[src/rtl/rr_grant_arbiter_if.sv]
`default_nettype none
// ============================================================================
// Module   : rr_grant_arbiter_if
// Brief    : Request/grant bundle between four requesters and the arbiter.
// Revision : 1.0 - initial release
// ============================================================================
interface rr_grant_arbiter_if;
  logic       ra, rb, rc, rd;
  logic       ga, gb, gc, gd;
  logic       busy;
  logic [1:0] owner;

  modport master (
    output ra, rb, rc, rd,
    input  ga, gb, gc, gd, busy, owner
  );

  modport slave (
    input  ra, rb, rc, rd,
    output ga, gb, gc, gd, busy, owner
  );
endinterface
`default_nettype wire

[src/rtl/rr_grant_arbiter.sv]
`default_nettype none
// ============================================================================
// Module   : rr_grant_arbiter
// Brief    : Four-way round-robin arbiter with registered one-hot grants.
//            Macro ARB_TIMEOUT_EN adds a tenure counter that preempts a holder
//            after TENURE cycles when another requester is waiting.
// Revision : 1.0 - initial release
// ============================================================================
module rr_grant_arbiter #(
  parameter int TENURE = 8
) (
  input  logic                clk,
  input  logic                reset,
  rr_grant_arbiter_if.slave   bus
);

  localparam logic [0:0] S_IDLE  = 1'b0;
  localparam logic [0:0] S_GRANT = 1'b1;

  logic [0:0] r_state;
  logic [3:0] r_grant;
  logic [1:0] r_owner;

  logic [3:0] w_req;
  logic [3:0] w_mask;
  logic       w_holder_req;
  logic       w_sat;
  logic       w_arb;
  logic       w_found;
  logic [1:0] w_sel;
  logic       w_load;

  if (TENURE < 2 || TENURE > 255) begin : g_tenure_range
    $error("rr_grant_arbiter: TENURE must lie in 2..255");
  end

  assign w_req        = {bus.rd, bus.rc, bus.rb, bus.ra};
  assign w_holder_req = |(w_req & r_grant);
  // The current holder never competes in a handover or preemption search.
  assign w_mask       = (r_state == S_IDLE) ? w_req : (w_req & ~r_grant);
  assign w_arb        = (r_state == S_IDLE) || !w_holder_req || (w_sat && w_found);
  assign w_load       = w_arb && w_found;

  always_comb begin
    logic [1:0] w_idx;
    w_found = 1'b0;
    w_sel   = r_owner;
    w_idx   = r_owner;
    for (int k = 1; k <= 4; k++) begin
      w_idx = r_owner + 2'(k);
      if (!w_found && w_mask[w_idx]) begin
        w_found = 1'b1;
        w_sel   = w_idx;
      end
    end
  end

`ifdef ARB_TIMEOUT_EN
  localparam logic [7:0] c_TENURE_LAST = 8'(TENURE - 1);

  logic [7:0] r_cnt;

  assign w_sat = (r_cnt == c_TENURE_LAST);

  always_ff @(posedge clk) begin
    if (reset) begin
      r_cnt <= 8'd0;
    end else if (w_load) begin
      r_cnt <= 8'd0;
    end else if (r_state == S_GRANT && !w_sat) begin
      r_cnt <= r_cnt + 8'd1;
    end
  end
`else
  assign w_sat = 1'b0;
`endif

  always_ff @(posedge clk) begin
    if (reset) begin
      r_state <= S_IDLE;
      r_grant <= 4'b0000;
      r_owner <= 2'd3;
    end else if (w_arb) begin
      if (w_found) begin
        r_state <= S_GRANT;
        r_grant <= 4'b0001 << w_sel;
        r_owner <= w_sel;
      end else begin
        r_state <= S_IDLE;
        r_grant <= 4'b0000;
      end
    end
  end

  assign bus.ga    = r_grant[0];
  assign bus.gb    = r_grant[1];
  assign bus.gc    = r_grant[2];
  assign bus.gd    = r_grant[3];
  assign bus.busy  = |r_grant;
  assign bus.owner = r_owner;

endmodule
`default_nettype wire

[src/flat_wrapper.sv]
// flat-port wrapper written by rule: the top's interface ports become plain ports
module rr_grant_arbiter_flat 
#(
  parameter int TENURE = 8
)
  (clk, reset, bus_ra, bus_rb, bus_rc, bus_rd, bus_ga, bus_gb, bus_gc, bus_gd, bus_busy, bus_owner);
  rr_grant_arbiter_if bus_i ();
  input  logic clk;
  input  logic reset;
  input wire logic [$bits(bus_i.ra)-1:0] bus_ra;
  input wire logic [$bits(bus_i.rb)-1:0] bus_rb;
  input wire logic [$bits(bus_i.rc)-1:0] bus_rc;
  input wire logic [$bits(bus_i.rd)-1:0] bus_rd;
  output wire logic [$bits(bus_i.ga)-1:0] bus_ga;
  output wire logic [$bits(bus_i.gb)-1:0] bus_gb;
  output wire logic [$bits(bus_i.gc)-1:0] bus_gc;
  output wire logic [$bits(bus_i.gd)-1:0] bus_gd;
  output wire logic [$bits(bus_i.busy)-1:0] bus_busy;
  output wire logic [$bits(bus_i.owner)-1:0] bus_owner;
  assign bus_i.ra = bus_ra;
  assign bus_i.rb = bus_rb;
  assign bus_i.rc = bus_rc;
  assign bus_i.rd = bus_rd;
  assign bus_ga = bus_i.ga;
  assign bus_gb = bus_i.gb;
  assign bus_gc = bus_i.gc;
  assign bus_gd = bus_i.gd;
  assign bus_busy = bus_i.busy;
  assign bus_owner = bus_i.owner;
  rr_grant_arbiter #(.TENURE(TENURE)) u_core (.clk(clk), .reset(reset), .bus(bus_i));
endmodule
[config.mk]
export PLATFORM = sky130hd
export DESIGN_NAME = rr_grant_arbiter_flat
export DESIGN_NICKNAME = d
export VERILOG_FILES = /design/src/rtl/rr_grant_arbiter_if.sv /design/src/rtl/rr_grant_arbiter.sv /design/src/flat_wrapper.sv
export SDC_FILE = /design/constraint.sdc
export NUM_CORES = 1
export LEC_CHECK = 0
export CAP_MARGIN = 15
export CORE_AREA = 2 2 39 41
export CTS_CLUSTER_SIZE = 28
export DETAILED_ROUTE_END_ITERATION = 7
export DIE_AREA = 0 0 41 43
export DONT_BUFFER_PORTS = 1
export HOLD_SLACK_MARGIN = 0.12
export PLACE_DENSITY_LB_ADDON = 0.2
export SETUP_SLACK_MARGIN = 0.2
export SLEW_MARGIN = 20
export SYNTH_ARGS = -nofsm -noshare
export SYNTH_HDL_FRONTEND = slang
export SYNTH_SLANG_ARGS = --single-unit
[constraint.sdc]
create_clock -name clk -period 1.4 [get_ports clk]
set_input_delay 0.42 -clock clk [delete_from_list [all_inputs] [get_ports clk]]
set_output_delay 0.42 -clock clk [all_outputs]
set_load 0.03 [all_outputs]
Word-level counts from Yosys, hierarchy flattened:

Index checks and enable logic that the tools add are counted.

* word-level logic and storage cells: 45
* bits of input ports: 6
* bits in registers: 7
* output and inout bits: 7

* add/sub/neg operators: 3
* reduce and logical (&&, ||, !) cells: 11
* muxes and demuxes: 19
* magnitude comparators: 4
* bitwise operators: 4
* shift-type cells: 1

Operator list (number)
* 2-bit by 3-bit less-than comparator with 1-bit output (second input constant): 4
* 1-bit two-way mux: 9
* 4-bit AND: 2
* 1-bit binary-select mux with 2-bit select: 4
* 2-bit two-way mux: 4
* 4-bit two-way mux: 2
* 4-bit OR reduction: 2
* 2-bit adder (second input constant): 2
* 1-bit logical NOT: 4
* 4-bit NOT: 1
* 1-bit by 2-bit left shift with 4-bit output (first input constant): 1
* 1-bit logical AND: 3
* 2-bit by 1-bit adder with 2-bit output (second input constant): 1
* 2-bit AND reduction: 1
* 1-bit logical OR: 1
* 1-bit NOT: 1

Depth between registers and ports, before layout:

* depth in word-level cells: 17
* mapped depth: 6
* gate-level depth less buffers: 5

Least setup slack after synthesis:

OpenSTA, ideal clock, no wires.

* path type: register to register
* start: register u_core.r_grant[3]
* end: register u_core.r_grant[3]
* period minus slack after synthesis: 1616 ps
* setup time: 117 ps
* stages on the path, launching flop included: 6
* path buffers: 0
* slack: -216 ps
* data required time: 1283 ps
* arrival: 1500 ps
* path through: dfxtp_1 -> a21boi_0 -> nand3b_1 -> nand2_1 -> or3_1 -> a22o_1

* longest elaborated chain between the ends: 17
* elaborated cells between the ends (all ways): 31
* those cells by class: 1 x shift; 18 x mux; 3 x bitwise; 9 x reduce/logical

Ends and longest elaborated chain
* from (decl): RTL line rr_grant_arbiter.sv:21 `logic [3:0] r_grant;`
* from (signal assigned): RTL line rr_grant_arbiter.sv:86 `r_grant <= 4'b0001 << w_sel;`
* 4-bit NOT: RTL line rr_grant_arbiter.sv:40 `assign w_mask = (r_state == S_IDLE) ? w_req : (w_req & ~r_grant);`
* 4-bit AND: RTL line rr_grant_arbiter.sv:40
* 4-bit two-way mux: RTL line rr_grant_arbiter.sv:40
* 1-bit binary-select mux with 2-bit select: RTL line rr_grant_arbiter.sv:51 `if (!w_found && w_mask[w_idx]) begin`
* 1-bit two-way mux (not written as such): RTL line rr_grant_arbiter.sv:51
* 1-bit two-way mux: RTL line rr_grant_arbiter.sv:51
* 1-bit logical NOT: RTL line rr_grant_arbiter.sv:51
* 1-bit logical AND: RTL line rr_grant_arbiter.sv:51
* 1-bit two-way mux: RTL line rr_grant_arbiter.sv:51
* 1-bit logical NOT: RTL line rr_grant_arbiter.sv:51
* 1-bit logical AND: RTL line rr_grant_arbiter.sv:51
* 1-bit two-way mux: RTL line rr_grant_arbiter.sv:51
* 1-bit logical NOT: RTL line rr_grant_arbiter.sv:51
* 1-bit logical AND: RTL line rr_grant_arbiter.sv:51
* 2-bit two-way mux: RTL line rr_grant_arbiter.sv:51
* 1-bit by 2-bit left shift with 4-bit output: RTL line rr_grant_arbiter.sv:86
* 4-bit two-way mux: RTL line rr_grant_arbiter.sv:84 `if (w_found) begin`

Several ways; a longest one is shown, not always the timed one. The select of a mux whose other input is x is not followed.
A chain may end at the register's enable or synchronous reset.

Worst setup path in the final report:

* start: register u_core.r_grant[1]
* end: output bus_busy

* longest elaborated chain between the ends: 1

Ends and longest elaborated chain
* 4-bit OR reduction: RTL line rr_grant_arbiter.sv:99 `assign bus.busy = |r_grant;`
* to (decl): RTL line flat_wrapper.sv:18 `output wire logic [$bits(bus_i.busy)-1:0] bus_busy;`

No other way between the ends.

==> summary.txt <==
Floorplanning
  – Core Footprint: 0.001384 mm²
  – Row count: 14
  – Die width: between 40 and 50 µm
  – Die footprint: between 0.0015 and 0.002 mm²
  – Die height: 43 µm
  – Io pins: 13
  – Initial Util: 31.83%

GRT
  – Vias in the first global route: between 400 and 500
  – Largest net degree at the start of global routing: 9
  – Total congestion overflow: 0
  – GRT Overall Usage: 16.53%
  – Global-route wire length before repair: 1.876 mm
  – Antenna violations before repair: 0

Synth
  – Sequential element share of the synthesized area: 31.82%
  – Syn. warnings: 0
  – Count of different cell masters after synthesis: 26
  – Mapped Cells: 50
  – Cell area after synthesis: 440.4 µm²
  – Syn avg cell area: 8.808 µm²
  – Seq cells post-synth: 7
  – Post-Synthesis Net Count: 56

Clock network
  – Cts bufs inserted: 3
  – H-Tree Depth: 1
  – Clock Tree Buf Depth: 2
  – Clock-pin slew on the worst setup and hold paths: 0.05 ns
  – Hold_buf cts: 0
  – Clock net sink count: 7
  – TritonCTS clock tree: built
  – Worst-skew pair later-pin latency: 0.25 ns
  – Root Buffer: clkbuf_4

Detailed routing
  – Initial DRC count: 4
  – DRT Wirelength: 1.271 mm
  – Drt pass-1 iters: 4
  – Post-route ant nets: 0
  – WL/cell: 14.61 µm
  – DR DRC count: 0
  – Via count: ~470
  – Vias per cell: 5.391

STA
  – Final count of pins violating max slew: 0
  – Fin crit share: 115.4%
  – Hold Slack: 0.2381 ns
  – Tightest Pin Transition: 0.2674 ns
  – Clk_skew: approximately 0.0017 ns
  – Setup WS post-layout: -0.2154 ns
  – RSZ-0062 raised after global routing: true
  – # setup viols final: 7
  – Slew HR: 82.17%
  – Final Hold Fails: 0
  – Tmin final: 1.615 ns
  – Setup TNS: -0.8425 ns
  – Fmax achieved: between 600 and 700 MHz

Cells and area
  – Synthesis-to-finish area growth: 82.95%
  – Layout Nets: 78
  – Final Instance Area: 805.8 µm²
  – Footprint of the multi-input gates: ~410 µm²
  – Fraction of layout cells with a size suffix above 1: 63.38%
  – Reg area: 166.4 µm²
  – N_diodes: 0
  – Fillers: 124

Worst setup path
  – Crit path DAT: 1.20 ns
  – Crit start category: register
  – Crit-path slowest cell: or4_4
  – WP buf/inv: 0
  – CP delay by family, top: simple AND/OR/NAND/NOR gates
  – WS Path Type: reg -> out
  – Critical-path maximum fanout: 4
  – Worst EP required: between 0.9 and 1 ns
  – Cells along the critical path: or4_4
  – Max incr delay on CP: 0.60 ns
  – Crit end category: output port

Run status
  – Outcome: finished with violations
  – Violated checks: negative setup slack

Placed design
  – Hpwl dp: about 850 µm
  – Placed cell area: 600.6 µm²
  – Final RePlAce weighted congestion: 0.7302
  – Port Buffers: 0

Worst hold path
  – Worst hold-check path type: in -> reg

Flow run
  – Max_cap viols: 0

Power
  – P_leak: 0.3239 nW
  – Total power draw: 1.355 mW
  – Worst IR Drop VDD: 0.8046 mV
  – PD cells: 1682 mW/mm²
==> registers in the layout, indices dropped and copies added, names as in the netlist <==
| register | count |
|---|---|
| u_core.bus.owner | 2 |
| u_core.r_grant | 4 |
| u_core.r_state | 1 |
==> cells in the mapped netlist, drive strengths merged <==
cell type  count  area [µm²]
a22oi          1       7.510
nand2b         2       12.51
nand2          3       11.26
nor3b          3       27.52
a22o           5       43.79
dfxtp          7       140.1
nor2b          1       6.260
inv            1       3.750
a21oi          2       13.76
o2111ai        1       8.760
or3            1       6.260
a21o           1       7.510
or2b           3       22.52
nand3b         1       7.510
nor4           1       6.260
nor2           5       18.77
nor3           3       15.01
clkbuf         1       3.750
a211o          1       8.760
a21boi         4       33.78
a31oi          1       12.51
or4            1       7.510
a221oi         1       15.01
==> what timing repair did <==
item | in CTS | in global routing
pin swaps | 5 | 7
gates resized for setup | 16 | 12
endpoints found under the hold margin | 0 | 0
setup endpoints to repair | 13 | 13
buffers inserted | 4 | 3
==> routing by layer <==
layer	wire length [µm]	vias up	track usage, %
met5	0	-	0
met4	10	0	4.000
met3	71	2	8.377
met2	671	13	24.38
met1	519	222	20.85
li1	-	232	-
==> power by group <==
part | internal, mW | switching, mW
Combinational | 0.427 | 0.391
Sequential | 0.276 | 0.0794
Clock | 0.109 | 0.0731
Total | 0.812 | 0.544
==> cells by family after synthesis <==
logic type,count (synthesis),synth area share [%]
AO/OA/AOI/OAI,17,34.37
AND/OR/NAND/NOR,24,32.10
flip-flops,7,31.82
buffers and inverters,2,1.703
==> path summary, 6_finish.rpt <==
check | cells past startpoint | to | slack [ns] | from
max | 1 | bus_busy | -0.22 | u_core.r_grant[1]
min | 1 | u_core.r_state | 0.24 | reset
max reg2reg | 6 | u_core.r_grant[3] | -0.13 | u_core.r_grant[1]
min reg2reg | 1 | u_core.r_grant[0] | 0.54 | u_core.r_grant[0]
==> cell type report <==
cell class	count	area share (%)
Tap cell	16	2.484
Sequential cell	7	20.65
Multi-Input combinational cell	41	51.24
Timing Repair Buffer	18	21.89
Inverter	1	0.4658
Clock buffer	4	3.261
==> stage by stage <==
stage	instances	utilization, %	setup WS, ns
floorplan	50	-	-0.01269
global placement	76	43.40	-0.1199
detailed placement	76	43.40	-0.1459
CTS	84	52.53	-0.2340
global route	87	58.23	-0.2426
finish	87	58.23	-0.2154
==> worst reg2reg max path, cell delays in order, from the launching register on <==
cell      delay [ns]
dfxtp_4         0.35
buf_4           0.13
a22o_1          0.26
a221oi_4        0.25
a21oi_4         0.14
nor3b_4         0.20
a22o_1          0.16
==> placed cells by master (no fill, tap or decap), types with 2 or more instances in the layout <==
cell type	Yosys	routed
a21boi_1	0	2
a21boi_4	0	2
a22o_1	5	5
buf_4	0	7
buf_6	0	11
clkbuf_4	0	3
dfxtp_4	0	7
nand2_1	3	2
nand2b_1	2	2
nor2_1	5	5
nor3_2	0	3
nor3b_4	0	2
or2b_1	3	3
Power figures use the tool's default switching activity.
